===== config.mk =====
export PLATFORM = sky130hd
export DESIGN_NAME = gpio_comm_responder_flat
export DESIGN_NICKNAME = d
export VERILOG_FILES = /design/src/rtl/gpio_comm_responder_pkg.sv /design/src/rtl/gpio_comm_responder_if.sv /design/src/rtl/gpio_comm_responder_sync.sv /design/src/rtl/gpio_comm_responder.sv /design/src/flat_wrapper.sv
export SDC_FILE = /design/constraint.sdc
export NUM_CORES = 1
export LEC_CHECK = 0
export ABC_AREA = 1
export CAP_MARGIN = 5
export CORE_ASPECT_RATIO = 1.4
export CORE_MARGIN = 2
export CORE_UTILIZATION = 40
export CTS_CLUSTER_DIAMETER = 100
export DETAILED_ROUTE_END_ITERATION = 8
export PLACE_DENSITY = 0.6
export SETUP_SLACK_MARGIN = 0.05
export SKIP_CTS_REPAIR_TIMING = 1
export SYNTH_ARGS = -nofsm -noshare
export SYNTH_HDL_FRONTEND = slang
export SYNTH_HIERARCHICAL = 1
export SYNTH_SLANG_ARGS = --single-unit
export TNS_END_PERCENT = 5

===== constraint.sdc =====
create_clock -name clk -period 1.9 [get_ports clk]
set_input_delay 0.38 -clock clk [delete_from_list [all_inputs] [get_ports clk]]
set_output_delay 0.38 -clock clk [all_outputs]
set_load 0.01 [all_outputs]

===== src/rtl/gpio_comm_responder_pkg.sv =====
// gpio_comm_pkg: shared states and constants for the GPIO byte-serial link endpoint
package gpio_comm_pkg;
  localparam int BYTES_PER_WORD = 4;
  localparam int TURN_TOGGLE = 0;
  localparam int TURN_FLAG = 1;
  typedef enum logic [2:0] {RX_IDLE, RX_CAP, RX_REQ, RX_WAIT, RX_FIN} rx_state_t;
  typedef enum logic [1:0] {TX_IDLE, TX_PUT, TX_TOG, TX_ACK} tx_state_t;
endpackage


===== src/rtl/gpio_comm_responder_if.sv =====
// gpio_comm_responder_if: word-wide valid/ready side toward the core
interface gpio_comm_responder_if;
  logic [31:0] rx_data_o;
  logic rx_valid_o;
  logic rx_ready_i;
  logic [31:0] tx_data_i;
  logic tx_valid_i;
  logic tx_ready_o;
  modport slave(output rx_data_o, rx_valid_o, tx_ready_o, input rx_ready_i, tx_data_i, tx_valid_i);
  modport master(input rx_data_o, rx_valid_o, tx_ready_o, output rx_ready_i, tx_data_i, tx_valid_i);
endinterface


===== src/rtl/gpio_comm_responder_sync.sv =====
// gpio_comm_sync: N-bit multi-flop synchronizer for bridge-driven inputs
module gpio_comm_sync #(
  parameter int N = 1,
  parameter int STAGES = 2
) (
  input  logic clk,
  input  logic reset_ni,
  input  logic [N-1:0] d,
  output logic [N-1:0] q
);
  logic [STAGES-1:0][N-1:0] ff;
  always_ff @(posedge clk or negedge reset_ni)
    if (!reset_ni) ff <= '0;
    else ff <= {ff[STAGES-2:0], d};
  assign q = ff[STAGES-1];
endmodule


===== src/rtl/gpio_comm_responder.sv =====
// gpio_comm_responder: receives/transmits 32-bit words over the 8-bit GPIO toggle-handshake link
module gpio_comm_responder
  import gpio_comm_pkg::*;
#(
  parameter int SYNC_STAGES = 2
) (
  input  logic clk,
  input  logic reset_ni,
  input  logic [7:0] gpio_data_in,
  input  logic [1:0] data_in_io_turn,
  output logic [1:0] data_in_pulpino_turn,
  input  logic data_out_io_turn,
  output logic [1:0] data_out_pulpino_turn,
  output logic [7:0] gpio_data_out,
  gpio_comm_responder_if.slave bus
);
  localparam logic [1:0] LAST = 2'(BYTES_PER_WORD - 1);
  rx_state_t rx_state, rx_next;
  tx_state_t tx_state, tx_next;
  logic [7:0] s_data;
  logic [1:0] s_in_io;
  logic s_out_io;
  logic [1:0] rx_idx, tx_idx;
  logic last_io0, last_out_io;
  logic [31:0] rx_shift, tx_shift;

  // data and turn lines share one chain so a byte and its toggle arrive together
  gpio_comm_sync #(.N(11), .STAGES(SYNC_STAGES)) u_sync (
    .clk(clk),
    .reset_ni(reset_ni),
    .d({data_out_io_turn, data_in_io_turn, gpio_data_in}),
    .q({s_out_io, s_in_io, s_data})
  );

  assign bus.tx_ready_o = (tx_state == TX_IDLE);

  always_comb begin
    rx_next = rx_state;
    case (rx_state)
      RX_IDLE: if (s_in_io[TURN_FLAG] && !bus.rx_valid_o) rx_next = RX_CAP;
      RX_CAP:  rx_next = (rx_idx == LAST) ? RX_FIN : RX_REQ;
      RX_REQ:  rx_next = RX_WAIT;
      RX_WAIT: if (s_in_io[TURN_TOGGLE] != last_io0) rx_next = RX_CAP;
      default: rx_next = RX_IDLE;
    endcase
  end

  always_ff @(posedge clk or negedge reset_ni)
    if (!reset_ni) begin
      rx_state <= RX_IDLE;
      rx_idx <= '0;
      last_io0 <= 1'b0;
      rx_shift <= '0;
      bus.rx_data_o <= '0;
      bus.rx_valid_o <= 1'b0;
      data_in_pulpino_turn <= '0;
    end else begin
      rx_state <= rx_next;
      if (bus.rx_valid_o && bus.rx_ready_i) bus.rx_valid_o <= 1'b0;
      case (rx_state)
        RX_IDLE: if (rx_next == RX_CAP) begin
          last_io0 <= s_in_io[TURN_TOGGLE];
          rx_idx <= '0;
        end
        RX_CAP:  rx_shift[8*rx_idx+:8] <= s_data;
        RX_REQ:  data_in_pulpino_turn <= {1'b0, ~data_in_pulpino_turn[TURN_TOGGLE]};
        RX_WAIT: if (rx_next == RX_CAP) begin
          last_io0 <= s_in_io[TURN_TOGGLE];
          rx_idx <= rx_idx + 2'd1;
        end
        RX_FIN: begin
          data_in_pulpino_turn <= {1'b1, ~data_in_pulpino_turn[TURN_TOGGLE]};
          bus.rx_data_o <= rx_shift;
          bus.rx_valid_o <= 1'b1;
        end
        default: ;
      endcase
    end

  always_comb begin
    tx_next = tx_state;
    case (tx_state)
      TX_IDLE: if (bus.tx_valid_i) tx_next = TX_PUT;
      TX_PUT:  tx_next = TX_TOG;
      TX_TOG:  tx_next = TX_ACK;
      default: if (s_out_io != last_out_io) tx_next = (tx_idx == LAST) ? TX_IDLE : TX_PUT;
    endcase
  end

  always_ff @(posedge clk or negedge reset_ni)
    if (!reset_ni) begin
      tx_state <= TX_IDLE;
      tx_idx <= '0;
      last_out_io <= 1'b0;
      tx_shift <= '0;
      gpio_data_out <= '0;
      data_out_pulpino_turn <= '0;
    end else begin
      tx_state <= tx_next;
      case (tx_state)
        TX_IDLE: if (bus.tx_valid_i) begin
          tx_shift <= bus.tx_data_i;
          tx_idx <= '0;
          last_out_io <= s_out_io;
        end
        TX_PUT: gpio_data_out <= tx_shift[8*tx_idx+:8];
        TX_TOG: data_out_pulpino_turn <= {tx_idx == LAST, ~data_out_pulpino_turn[TURN_TOGGLE]};
        default: if (s_out_io != last_out_io) begin
          last_out_io <= s_out_io;
          if (tx_idx != LAST) tx_idx <= tx_idx + 2'd1;
        end
      endcase
    end
endmodule


===== src/flat_wrapper.sv =====
// flat-port wrapper written by rule: the top's interface ports become plain ports
module gpio_comm_responder_flat import gpio_comm_pkg::*;
#(
  parameter int SYNC_STAGES = 2
)
  (clk, reset_ni, gpio_data_in, data_in_io_turn, data_in_pulpino_turn, data_out_io_turn, data_out_pulpino_turn, gpio_data_out, bus_rx_data_o, bus_rx_valid_o, bus_tx_ready_o, bus_rx_ready_i, bus_tx_data_i, bus_tx_valid_i);
  gpio_comm_responder_if bus_i ();
  input  logic clk;
  input  logic reset_ni;
  input  logic [7:0] gpio_data_in;
  input  logic [1:0] data_in_io_turn;
  output logic [1:0] data_in_pulpino_turn;
  input  logic data_out_io_turn;
  output logic [1:0] data_out_pulpino_turn;
  output logic [7:0] gpio_data_out;
  output wire logic [$bits(bus_i.rx_data_o)-1:0] bus_rx_data_o;
  output wire logic [$bits(bus_i.rx_valid_o)-1:0] bus_rx_valid_o;
  output wire logic [$bits(bus_i.tx_ready_o)-1:0] bus_tx_ready_o;
  input wire logic [$bits(bus_i.rx_ready_i)-1:0] bus_rx_ready_i;
  input wire logic [$bits(bus_i.tx_data_i)-1:0] bus_tx_data_i;
  input wire logic [$bits(bus_i.tx_valid_i)-1:0] bus_tx_valid_i;
  assign bus_rx_data_o = bus_i.rx_data_o;
  assign bus_rx_valid_o = bus_i.rx_valid_o;
  assign bus_tx_ready_o = bus_i.tx_ready_o;
  assign bus_i.rx_ready_i = bus_rx_ready_i;
  assign bus_i.tx_data_i = bus_tx_data_i;
  assign bus_i.tx_valid_i = bus_tx_valid_i;
  gpio_comm_responder #(.SYNC_STAGES(SYNC_STAGES)) u_core (.clk(clk), .reset_ni(reset_ni), .gpio_data_in(gpio_data_in), .data_in_io_turn(data_in_io_turn), .data_in_pulpino_turn(data_in_pulpino_turn), .data_out_io_turn(data_out_io_turn), .data_out_pulpino_turn(data_out_pulpino_turn), .gpio_data_out(gpio_data_out), .bus(bus_i));
endmodule

=== Word-level counts from Yosys, hierarchy flattened ===
Index checks and enable logic that the tools add are counted.

* Register bits after elaboration: 142
* Output and inout port bits: 46
* Bits of input ports: 47
* Logic and storage cells: 80

* Mux-type cells: 22
* $add $sub $neg: 3
* Equality and inequality tests: 15
* Bitwise gates (word level): 3
* Reductions and logical operators: 19
* Shifts and indexed selects: 3

{| class="wikitable"
|+ Operators by type and width
! operator !! count
|-
| negator 5 -> 34 bit || 1
|-
| variable shift 8 x 34 -> 32 bit, first input constant || 1
|-
| indexed part select 8 x 34 -> 32 bit || 1
|-
| bitwise mux 32 bit || 1
|-
| indexed part select 32 x 6 -> 8 bit || 1
|-
| two-way mux 2 bit || 7
|-
| case mux 2 bit (2 select lines) || 3
|-
| case mux 3 bit (4 select lines) || 1
|-
| nonzero test 2 bit || 5
|-
| two-way mux 3 bit || 3
|-
| == test 2 bit, second input constant || 3
|-
| == test 3 x 1 -> 1 bit, second input constant || 2
|-
| == test 3 x 2 -> 1 bit, second input constant || 2
|-
| != test 2 x 1 -> 1 bit, second input constant || 3
|-
| case mux 2 bit (3 select lines) || 1
|-
| AND reduction 2 bit || 3
|-
| AND reduction 3 bit || 2
|-
| two-way mux 1 bit || 5
|-
| adder 2 x 1 -> 2 bit, second input constant || 2
|-
| AND reduction 4 bit || 1
|-
| nonzero test 4 bit || 1
|-
| OR reduction 2 bit || 2
|-
| == test 3 bit, second input constant || 1
|-
| zero test 3 bit || 1
|-
| 8 further kinds || 12
|}

=== Logic depth before layout (Yosys ltp) ===
* Word-level depth: 7
* Depth in mapped cells: 8
* Gate-level depth less buffers: 8

=== Cells and area by module ===
Netlist, hierarchy kept.

{| class="wikitable"
|+ By module, submodules not included
! module !! sequential area each (um2) !! area an instance (um2) !! instances !! cells each
|-
| gpio_comm_responder || 3002.9 || 5154.9 || 1 || 532
|-
| gpio_comm_sync || 550.5 || 633.1 || 1 || 33
|}

=== Worst setup path after synthesis ===
OpenSTA, ideal clock, no wires.

* Path kind: register to register
* Start: register u_core.rx_idx[0]
* End: register u_core.rx_shift[0]
* Cell stages (with the launch flop): 7
* Data required time: 1817 ps
* Library setup time: 83 ps
* Path buffers: 1
* Clock period less this slack: 1503 ps
* Arrival time: 1421 ps
* Slack: 397 ps
* Cells stage by stage: dfrtp_1 > inv_1 > ha_1 > buf_4 > nor2_1 > nand3_1 > o21ai_0

* Word-level cells in the longest chain between the ends: 3
* Elaborated cells between the ends (all ways): 4
* Classes of those cells: add/sub: 1; shift: 2; mux: 1

{| class="wikitable"
|+ Ends and longest elaborated chain
! item !! RTL line !! text
|-
| start, declared || gpio_comm_responder.sv:23 || <nowiki>logic [1:0] rx_idx, tx_idx;</nowiki>
|-
| start signal, assigned || gpio_comm_responder.sv:69 || <nowiki>rx_idx <= rx_idx + 2'd1;</nowiki>
|-
| negator 5 -> 34 bit (*) || gpio_comm_responder.sv:65 || <nowiki>RX_CAP: rx_shift[8*rx_idx+:8] <= s_data;</nowiki>
|-
| indexed part select 8 x 34 -> 32 bit or variable shift 8 x 34 -> 32 bit (tied branches) || gpio_comm_responder.sv:65 ||
|-
| bitwise mux 32 bit (*) || gpio_comm_responder.sv:65 ||
|-
| end signal, assigned by index || gpio_comm_responder.sv:65 ||
|-
| end, declared || gpio_comm_responder.sv:25 || <nowiki>logic [31:0] rx_shift, tx_shift;</nowiki>
|}

Mark *: on every way between the ends. The rest lies on a longest branch, timed or not.
A chain may end at the register's enable or synchronous reset.

=== Worst setup path in the final report ===
* Start: register u_core.gpio_data_out[4]
* End: output port gpio_data_out[4]

{| class="wikitable"
|+ RTL lines
! item !! RTL line !! text
|-
| start, declared || gpio_comm_responder.sv:14 || <nowiki>output logic [7:0] gpio_data_out,</nowiki>
|-
| start signal, assigned || gpio_comm_responder.sv:106 || <nowiki>TX_PUT: gpio_data_out <= tx_shift[8*tx_idx+:8];</nowiki>
|-
| end, declared || flat_wrapper.sv:15 || <nowiki>output logic [7:0] gpio_data_out;</nowiki>
|}

No word-level cell between the ends.

==> flow_results.xml <==
<?xml version="1.0" encoding="UTF-8"?>
<metrics>
  <group name="grt">
    <metric name="grt_pass1_vias" unit="">4095</metric>
    <metric name="grt_use_total" unit="">0.155</metric>
    <metric name="grt_pass1_wl" unit="um">19100</metric>
    <metric name="initial_antenna_violation_count" unit="">0</metric>
    <metric name="grt_max_degree" unit="">68</metric>
    <metric name="global_route.overflow_total" unit="">0</metric>
  </group>
  <group name="setup_path">
    <metric name="worst_setup_path_start_kind" unit="">flop</metric>
    <metric name="critPathMaxStageDelay" unit="ps">560</metric>
    <metric name="timing.setup.critical_path_class" unit="">flop to output pin</metric>
    <metric name="critical_path.endpoint_type" unit="">output pin</metric>
    <metric name="critPathBufInv" unit="">1</metric>
    <metric name="path_cells" unit="">clkdlybuf4s50_1</metric>
    <metric name="crit_family" unit="">buffers and inverters</metric>
    <metric name="critPathArrivalTime" unit="ps">1330</metric>
    <metric name="critical_path_fanout_max" unit="">2</metric>
    <metric name="timing.critical_path.slowest_stage_cell" unit="">clkdlybuf4s50_1</metric>
    <metric name="required" unit="ps">1520</metric>
  </group>
  <group name="drt">
    <metric name="routedWlPerCell" unit="um">13.1</metric>
    <metric name="detail-route-antenna-nets" unit="">0</metric>
    <metric name="drc" unit="">0</metric>
    <metric name="post_drt_via_cell_ratio" unit="">4.75</metric>
    <metric name="routed-via-count" unit="">4059</metric>
    <metric name="drt_first_iter_violations" unit="">180</metric>
    <metric name="drt_wl_total" unit="um">11200</metric>
    <metric name="detail_route.first_pass.iterations" unit="">5</metric>
  </group>
  <group name="cells_and_area">
    <metric name="area.sequential" unit="mm2">0.00355</metric>
    <metric name="most-common-layout-cells" unit="">dfrtp_1 (142), clkdlybuf4s50_1 (90), nand2_1 (79), o21ai_0 (79), inv_1 (71)</metric>
    <metric name="final_nets" unit="">710</metric>
    <metric name="post_route_cells_drive_above_1_share" unit="">0.0977</metric>
    <metric name="diodes_inserted" unit="">0</metric>
    <metric name="multi_input_comb_area" unit="mm2">0.00172</metric>
    <metric name="final_common_cell" unit="">dfrtp_1</metric>
    <metric name="syn_to_final_growth" unit="%">28.0</metric>
    <metric name="filler_instances" unit="">1334</metric>
  </group>
  <group name="logic_synthesis">
    <metric name="synth-edff-count" unit="">0</metric>
    <metric name="postSynthNetCount" unit="">622</metric>
    <metric name="ys_seq_elements" unit="">142</metric>
    <metric name="synth_area" unit="mm2">0.00579</metric>
    <metric name="synth.yosys.seq_area_share" unit="">0.614</metric>
    <metric name="syn_inst" unit="">565</metric>
    <metric name="synth_ff_type" unit="">dfrtp_1</metric>
    <metric name="async_flop_share" unit="">1.00</metric>
    <metric name="synthesis.yosys.warnings" unit="">6</metric>
    <metric name="syn_area_per_cell" unit="um2">10.2</metric>
    <metric name="synth_cell_type_count" unit="">25</metric>
  </group>
  <group name="placed_design">
    <metric name="gp_congestion" unit="">0.874</metric>
    <metric name="dp_slack" unit="ps">217</metric>
    <metric name="dp_hpwl" unit="um">7980</metric>
    <metric name="placement.io_buffers" unit="">92</metric>
  </group>
  <group name="hold_path">
    <metric name="hold_class" unit="">flop to flop</metric>
  </group>
  <group name="timing">
    <metric name="max_clock_freq" unit="GHz">0.585</metric>
    <metric name="timing_hold_violations_final" unit="">0</metric>
    <metric name="post-route-worst-setup-slack" unit="ps">190</metric>
    <metric name="finalSetupViolations" unit="">0</metric>
    <metric name="final_max_slew_viol_count" unit="">0</metric>
    <metric name="final.min_clock_period" unit="ps">1710</metric>
    <metric name="final_min_period_over_clock_period" unit="">0.900</metric>
    <metric name="final.setup_skew" unit="ps">8.83</metric>
    <metric name="worst_pin_slew" unit="ps">546</metric>
    <metric name="max_slew_margin" unit="">0.636</metric>
    <metric name="grt_setup_unrepaired" unit="">true</metric>
  </group>
  <group name="power">
    <metric name="pwr_density_cell" unit="mW/mm2">1380</metric>
    <metric name="power_switching" unit="W">0.00321</metric>
    <metric name="total_leakage_power" unit="nW">3.34</metric>
    <metric name="finalPower" unit="W">0.0102</metric>
    <metric name="p_seq_frac" unit="">0.399</metric>
    <metric name="part_of_the_total_power_dissipated_in_the_clock_network" unit="">0.317</metric>
    <metric name="switching_share" unit="">0.313</metric>
    <metric name="internal_power" unit="W">0.00703</metric>
    <metric name="irDropWorstVdd" unit="mV">0.813</metric>
    <metric name="p_comb_frac" unit="">0.284</metric>
  </group>
  <group name="run_status">
    <metric name="outcome" unit="">completed</metric>
  </group>
  <group name="clock_tree">
    <metric name="cts_buffers" unit="">17</metric>
    <metric name="cts.path.max_buffers" unit="">2</metric>
    <metric name="cts-root-buf" unit="">clkbuf_16</metric>
    <metric name="clkSlewWorstSetupHoldPaths" unit="ps">50</metric>
    <metric name="clock_sinks" unit="">142</metric>
    <metric name="cts_tree" unit="">yes</metric>
    <metric name="worst_skew_pair.late_latency" unit="ps">410</metric>
    <metric name="cts-htree-levels" unit="">4</metric>
  </group>
  <group name="floorplanning">
    <metric name="boundaryPins" unit="">93</metric>
    <metric name="initial_utilization" unit="">0.404</metric>
    <metric name="full_die_area" unit="mm2">0.0155</metric>
    <metric name="core" unit="mm2">0.0143</metric>
    <metric name="chipHeight" unit="um">146</metric>
    <metric name="die_width" unit="um">106</metric>
    <metric name="floorplan.rows" unit="">52</metric>
  </group>
  <group name="job">
    <metric name="max_cap_viols" unit="">0</metric>
  </group>
</metrics>
per-layer routing:
| layer | vias to the layer above | share of wire | GRT usage |
|---|---|---|---|
| met1 | 1916 | 0.42 | 0.187 |
| met2 | 122 | 0.50 | 0.253 |
| li1 | 2002 | - | - |
| met4 | 0 | 0.019 | 0.0678 |
| met5 | - | 0 | 0 |
| met3 | 19 | 0.065 | 0.0531 |
synthesized netlist by cell type, drive strengths merged (2+ instances only):
cell type	count	area, um2
dfrtp	142	3550
inv	74	278
nand4	13	81.3
o211ai	7	52.6
a21oi	27	135
xor2	2	17.5
buf	30	219
nand3	24	120
mux2	17	191
ha	10	125
nor2	42	213
o21ai	80	400
clkbuf	5	18.8
a31oi	7	43.8
nor3	2	10.0
nand2	80	308
stage by stage:
stage | hold WS [ps] | TNS (ps) | utilization | cells | cell area [um2]
2_1_floorplan | 84.4 | 0 | - | 565 | 5790
3_3_place_gp | 318 | 0 | 0.476 | 822 | 6820
3_5_place_dp | 323 | 0 | 0.476 | 822 | 6820
4_1_cts | -117 | -174 | 0.516 | 853 | 7390
5_1_grt | 351 | 0 | 0.517 | 854 | 7410
6_report | 345 | 0 | 0.517 | 854 | 7410
cell type report:
cell class              count  share of cell area
clock inverters             7              0.0152
well taps                 189              0.0319
flip-flops and latches    142               0.480
repair buffers            104               0.141
multi-input cells         314               0.232
inverters                  74              0.0375
clock buffers              24              0.0623
cells by family (layout without fill, tap and decap cells):
family / Yosys count / count (layout) / synth area share
compound gates: 123 / 123 / 0.112
xor+xnor: 2 / 2 / 0.00303
fa+ha+maj: 10 / 10 / 0.0216
buf+inv: 109 / 209 / 0.0891
flops: 142 / 142 / 0.614
mux: 17 / 17 / 0.0331
simple gates: 162 / 162 / 0.128
power by group through the flow:
stage / clock network (W) / logic (W) / registers [W]
detailed placement: 0 / 0.00292 / 0.00413
CTS: 0.00333 / 0.00293 / 0.00409
finish: 0.00324 / 0.00291 / 0.00409
global route: 0.00347 / 0.00331 / 0.00417
floorplan: 0 / 0.00199 / 0.00411
global placement: 0 / 0.00281 / 0.00411
registers in the layout (all words and copies together), names as in the netlist, 2 cells and up:
name and cells:
u_core/tx_idx 2, u_core/u_sync/q 11, u_core/tx_state 2, u_core/gpio_data_out 8, u_core/rx_state 3, u_core/tx_shift 32
u_core/bus.rx_data_o 32, u_core/data_in_pulpino_turn 2, u_core/rx_shift 32, u_core/rx_idx 2, u_core/data_out_pulpino_turn 2, u_core/u_sync/ff 11
final timing paths:
check	start	to	slack, ps	cells past startpoint
min reg2reg	u_core/u_sync/ff[0]	u_core/u_sync/q[0]	350	0
min	u_core/u_sync/ff[0]	u_core/u_sync/q[0]	350	0
max	u_core/gpio_data_out[4]	gpio_data_out[4]	190	1
max in group asynchronous	reset_ni	u_core/gpio_data_out[6]	830	3
max reg2reg	u_core/rx_idx[1]	u_core/rx_shift[7]	260	5
min in group asynchronous	reset_ni	u_core/bus.rx_data_o[10]	450	2
No activity file was read; power rests on OpenSTA's default activity.
